## src/rtl/pulse_driver.sv

```systemverilog
// pulse_driver: step-pulse generator for six stepper axes.
// Accepts one move at a time (one-hot axis, non-zero count), drives DR with
// a setup interval ahead of the first step, emits the commanded number of
// PUL steps on the selected axis, then holds off new commands for a guard
// interval.
// Optional build macro PULSE_RAMP_EN adds a linear acceleration ramp over
// the first RAMP_STEPS steps.
module pulse_driver #(
   parameter int unsigned DATA_WIDTH   = 10,
   parameter int unsigned HALF_PERIOD  = 50,
   parameter int unsigned DIR_SETUP    = 10,
   parameter int unsigned GUARD_CYCLES = 4,
   parameter int unsigned RAMP_STEPS   = 8,
   parameter int unsigned RAMP_INC     = 25
) (
   input  logic                  sysclk,
   input  logic                  INIT,
   input  logic [5:0]            i_Motor,
   input  logic [DATA_WIDTH-1:0] PulseNum,
   input  logic [5:0]            DRIn,
   output logic [5:0]            PUL,
   output logic [5:0]            DR,
   output logic                  Busy,
   output logic                  Done
);

`ifdef PULSE_RAMP_EN
   localparam int unsigned MAX_HALF = HALF_PERIOD + RAMP_STEPS * RAMP_INC;
`else
   localparam int unsigned MAX_HALF = HALF_PERIOD;
`endif
   // The first guard cycle carries Done, so the guard never shrinks below one cycle.
   localparam int unsigned GUARD_LEN = (GUARD_CYCLES == 0) ? 1 : GUARD_CYCLES;
   localparam int unsigned MAX_A     = (MAX_HALF > DIR_SETUP) ? MAX_HALF : DIR_SETUP;
   localparam int unsigned MAX_LEN   = (MAX_A > GUARD_LEN) ? MAX_A : GUARD_LEN;
   // The period counter holds (phase length - 1).
   localparam int unsigned CNT_W     = (MAX_LEN < 2) ? 1 : $clog2(MAX_LEN);

   typedef enum logic [2:0] {
      S_IDLE,
      S_SETUP,
      S_HIGH,
      S_LOW,
      S_GUARD
   } state_t;

   state_t                state_q, state_d;
   logic [5:0]            axis_q, axis_d;
   logic [5:0]            dr_q, dr_d;
   logic [DATA_WIDTH-1:0] steps_q, steps_d;
   logic [CNT_W-1:0]      cnt_q, cnt_d;
   logic                  done_q, done_d;
   logic [CNT_W-1:0]      half_now_m1;
   logic [CNT_W-1:0]      half_next_m1;
   logic                  cmd_valid;

`ifdef PULSE_RAMP_EN
   localparam int unsigned IDX_W = (RAMP_STEPS < 1) ? 1 : $clog2(RAMP_STEPS + 1);

   logic [IDX_W-1:0] idx_q, idx_d;
   logic [IDX_W-1:0] idx_next;

   function automatic logic [CNT_W-1:0] half_m1(input logic [IDX_W-1:0] idx);
      if (32'(idx) < RAMP_STEPS)
         half_m1 = CNT_W'(HALF_PERIOD + (RAMP_STEPS - 32'(idx)) * RAMP_INC - 1);
      else
         half_m1 = CNT_W'(HALF_PERIOD - 1);
   endfunction

   // Half-period of the current step and of the step that follows it.
   always_comb begin
      idx_next     = (32'(idx_q) < RAMP_STEPS) ? idx_q + IDX_W'(1) : idx_q;
      half_now_m1  = half_m1(idx_q);
      half_next_m1 = half_m1(idx_next);
   end
`else
   // Ramp parameters remain on the parameter list; nothing depends on them here.
   logic unused_ramp_cfg;
   assign unused_ramp_cfg = ^{RAMP_STEPS, RAMP_INC};

   // Every step uses the same half-period.
   always_comb begin
      half_now_m1  = CNT_W'(HALF_PERIOD - 1);
      half_next_m1 = CNT_W'(HALF_PERIOD - 1);
   end
`endif

   // Command qualification: exactly one axis selected and a non-zero count.
   always_comb begin
      cmd_valid = $onehot(i_Motor) && (PulseNum != '0);
   end

   // Next-state and datapath updates for the move sequencer.
   always_comb begin
      state_d = state_q;
      axis_d  = axis_q;
      dr_d    = dr_q;
      steps_d = steps_q;
      cnt_d   = cnt_q;
      done_d  = 1'b0;
`ifdef PULSE_RAMP_EN
      idx_d   = idx_q;
`endif
      unique case (state_q)
         S_IDLE: begin
            if (cmd_valid) begin
               state_d = S_SETUP;
               axis_d  = i_Motor;
               dr_d    = DRIn;
               steps_d = PulseNum;
               cnt_d   = CNT_W'(DIR_SETUP - 1);
`ifdef PULSE_RAMP_EN
               idx_d   = '0;
`endif
            end
         end
         S_SETUP: begin
            if (cnt_q == '0) begin
               state_d = S_HIGH;
               cnt_d   = half_now_m1;
            end else begin
               cnt_d = cnt_q - CNT_W'(1);
            end
         end
         S_HIGH: begin
            if (cnt_q == '0) begin
               state_d = S_LOW;
               cnt_d   = half_now_m1;
            end else begin
               cnt_d = cnt_q - CNT_W'(1);
            end
         end
         S_LOW: begin
            if (cnt_q == '0) begin
               steps_d = steps_q - DATA_WIDTH'(1);
               if (steps_q == DATA_WIDTH'(1)) begin
                  state_d = S_GUARD;
                  cnt_d   = CNT_W'(GUARD_LEN - 1);
                  done_d  = 1'b1;
               end else begin
                  state_d = S_HIGH;
                  cnt_d   = half_next_m1;
`ifdef PULSE_RAMP_EN
                  idx_d   = idx_next;
`endif
               end
            end else begin
               cnt_d = cnt_q - CNT_W'(1);
            end
         end
         S_GUARD: begin
            if (cnt_q == '0) begin
               state_d = S_IDLE;
            end else begin
               cnt_d = cnt_q - CNT_W'(1);
            end
         end
         default: begin
            state_d = S_IDLE;
         end
      endcase
   end

   // State and datapath registers; INIT abandons any move with no guard.
   always_ff @(posedge sysclk) begin
      if (INIT) begin
         state_q <= S_IDLE;
         axis_q  <= '0;
         dr_q    <= '0;
         steps_q <= '0;
         cnt_q   <= '0;
         done_q  <= 1'b0;
`ifdef PULSE_RAMP_EN
         idx_q   <= '0;
`endif
      end else begin
         state_q <= state_d;
         axis_q  <= axis_d;
         dr_q    <= dr_d;
         steps_q <= steps_d;
         cnt_q   <= cnt_d;
         done_q  <= done_d;
`ifdef PULSE_RAMP_EN
         idx_q   <= idx_d;
`endif
      end
   end

   // Output decode from registered state.
   always_comb begin
      Busy = (state_q == S_SETUP) || (state_q == S_HIGH) || (state_q == S_LOW);
      PUL  = (state_q == S_HIGH) ? axis_q : '0;
      DR   = dr_q;
      Done = done_q;
   end

endmodule
```

## config.mk

```make
export PLATFORM = sky130hd
export DESIGN_NAME = pulse_driver
export DESIGN_NICKNAME = d
export VERILOG_FILES = /design/src/rtl/pulse_driver.sv
export SDC_FILE = /design/constraint.sdc
export NUM_CORES = 1
export LEC_CHECK = 0
export ABC_AREA = 0
export CAP_MARGIN = 20
export CELL_PAD_IN_SITES_DETAIL_PLACEMENT = 1
export CELL_PAD_IN_SITES_GLOBAL_PLACEMENT = 1
export CORE_UTILIZATION = 38
export CTS_CLUSTER_SIZE = 16
export DETAILED_ROUTE_END_ITERATION = 12
export PLACE_DENSITY = 0.81
export RECOVER_POWER = 100
export SYNTH_ARGS = -nofsm -noshare
export SYNTH_HDL_FRONTEND = slang
export SYNTH_SLANG_ARGS = --single-unit
export TNS_END_PERCENT = 50
```

## constraint.sdc

```tcl
create_clock -name sysclk -period 4 [get_ports sysclk]
set_input_delay 0.6 -clock sysclk [delete_from_list [all_inputs] [get_ports sysclk]]
set_output_delay 0.6 -clock sysclk [all_outputs]
set_load 0.03 [all_outputs]
```

==> impl_metrics.ini <==
[layout]
multi_input_area_mm2 = 0.00114
regArea_um2 = 641
area_delta_synth_final_pct = 30.5
fin_area_mm2 = 0.00245
final_common_cell = dfxtp_1
postLayoutCoreUtil_pct = 51.8
diodes = 0
nFillCells = 576
nets = 300
final_cell_mix = dfxtp_1 (32), nor2_1 (28), a21oi_1 (22), clkdlybuf4s50_1 (22)
drive_gt1_share_pct = 8.89

[clock_tree]
cts_buffers = 5
cts_tree = built
cts_max_level = 2
root_buffer = clkbuf_8
cts_hold_buf = 0
cts.sink_count = 32
clkTransAtPathRegs_ns = 0.07
clockBufferDepth = 2
clock_latency_ns = 0.29

[drt]
firstDrtPassIters = 4
wl_mm = 5.07
detail_route.wl_per_cell_um = 15.0
drtIter0Drc = 93
ant_nets = 0
viasPerCell = 5.34
vias = 1798
drc = 0

[placed_design]
dp_hpwl_mm = 3.65
port_buffers = 37
gp_congestion = 0.813
dpl_cell_area_mm2 = 0.00234
pre_cts_ws_ns = -0.211

[synthesis]
synthesis.nets = 260
synthArstFlopShare_pct = 0
ys_ff_latch = 32
ys_seq_area_share_pct = 34.1
netlist_instances = 229
synth_top_area_share_pct = 34.1
synth-edff-count = 0
avgSynthCellArea_um2 = 8.20
synth_flop_cell = dfxtp_1
yosys_warnings = 0
syn_area_mm2 = 0.00188
ys_types = 49
synth.area.top_cells = dfxtp_1 (34%), mux2i_1 (7.5%), a21oi_1 (5.9%)
synth_largest_area_cell = dfxtp_1

[worst_setup_path]
critical_path_class = input pin to flip-flop
critPathRequiredTime_ns = 4.17
critPathCaptureType = flip-flop
crit_path_start_kind = input pin
critPathMaxFanout = 13
critical_path_arrival_ns = 4.03

[floorplanning]
die_y_um = 72.3
num_rows = 25
coreArea_mm2 = 0.00472
die-area_mm2 = 0.00522
die_w_um = 72.3
start_util_pct = 39.7
io_pins = 38

[timing]
fin_crit_ns = 3.86
fin_crit_sh_pct = 96.6
setup_slack_ns = 0.138
hold_viol_final = 0
relSlewSlack_pct = 39.6
skew_ns = 0.00345
setup_violations = 0
holdWs_ns = 0.483
finalMaxSlewViolations = 0
tightest_slew_ns = 0.903
fmax_ghz = 0.259

[global_route]
overflow = 0
grt_max_degree = 27
grt_util_all_layers_pct = 20.4
antenna_found_initial = 0
grt_pass1_vias = 1752
grt_pass1_wl_mm = 8.25

[pwr]
peakVddDrop_v = 0.000269
cellLeakagePower_nw = 1.05
powerDensity_mw_per_mm2 = 605

[min_path]
worstHoldPathType = flip-flop to flip-flop

[run_status]
status = completed

[flow_run]
drv_cap = 0
[synthesized netlist by cell type (all sizes together), types with 5 or more instances]
library cell / instances
dfxtp: 32
nor2: 29
a21oi: 22
mux2i: 14
o21ai: 14
inv: 13
clkbuf: 8
nand2: 8
and2: 7
or3: 7
nor3: 6
nor3b: 5
nor4: 5
or2: 5
[metrics by stage]
step / power [W] / std cells / setup TNS, ns
2_1_floorplan: 0.000977 / 229 / 0
3_3_place_gp: 0.00119 / 327 / -1.14
3_5_place_dp: 0.00122 / 327 / -3.81
4_1_cts: 0.00148 / 335 / 0
5_1_grt: 0.00160 / 337 / -0.00193
6_report: 0.00148 / 337 / 0
[critical path, cell delays in order]
cell and delay (ns):
clkdlybuf4s50_1 0.47, inv_1 0.06, fa_1 0.49, fa_1 0.49
inv_1 0.04, ha_1 0.18, fa_1 0.42, or3b_1 0.37
a31oi_2 0.20, buf_4 0.18, nand2_1 0.09, buf_12 0.19
mux2i_1 0.18, nor2_1 0.07
[layer usage]
metal | track usage [%] | vias to the layer above | part of all wire, %
met1 | 26.2 | 866 | 46
met5 | 0 | - | 0
li1 | - | 889 | -
met3 | 4.86 | 7 | 3.6
met2 | 33.1 | 36 | 49
met4 | 8.06 | 0 | 1.5
[cell families (layout without fill, tap and decap cells)]
logic type | after synthesis | after routing | synth area share [%]
AOI/OAI and AO/OA | 56 | 56 | 18.7
xor gates and xnor gates | 2 | 2 | 0.934
adders and majority gates | 7 | 7 | 5.87
buffers and inverters | 25 | 66 | 5.40
DFF | 32 | 32 | 34.1
muxes | 14 | 14 | 7.47
and+or+nand+nor | 93 | 93 | 27.5
[final timing paths]
kind	from	end	slack, ns	cells after the start
worst max register to register	state_q[1]	steps_q[8]	1.71	5
worst min-delay path	steps_q[7]	steps_q[7]	0.48	2
worst max-delay path	i_Motor[3]	axis_q[4]	0.14	14
worst min register to register	steps_q[7]	steps_q[7]	0.48	2
[sequential cells by signal (all words and copies together), names as in the netlist]
name and flops:
axis_q 6, DR 6, state_q 3, Done 1, cnt_q 6, steps_q 10
[where the power goes]
part	switching, W	internal, W
sequential	0.0000737	0.000385
clock	0.000119	0.000140
combinational	0.000432	0.000331
[layout make-up]
type                    instances  share of cell area (%)
multi-input cells             172                    46.6
flip-flops and latches         32                    26.2
repair buffers                 45                    18.2
clock buffers                   8                    3.68
well taps                      67                    3.42
inverters                      13                    1.99
[repair_timing]
item / CTS / global route
gates resized for setup: 0 / 4
setup endpoints to repair: 0 / 13
buffers inserted: 0 / 2
Note: power is estimated with default switching activity, not from simulation.
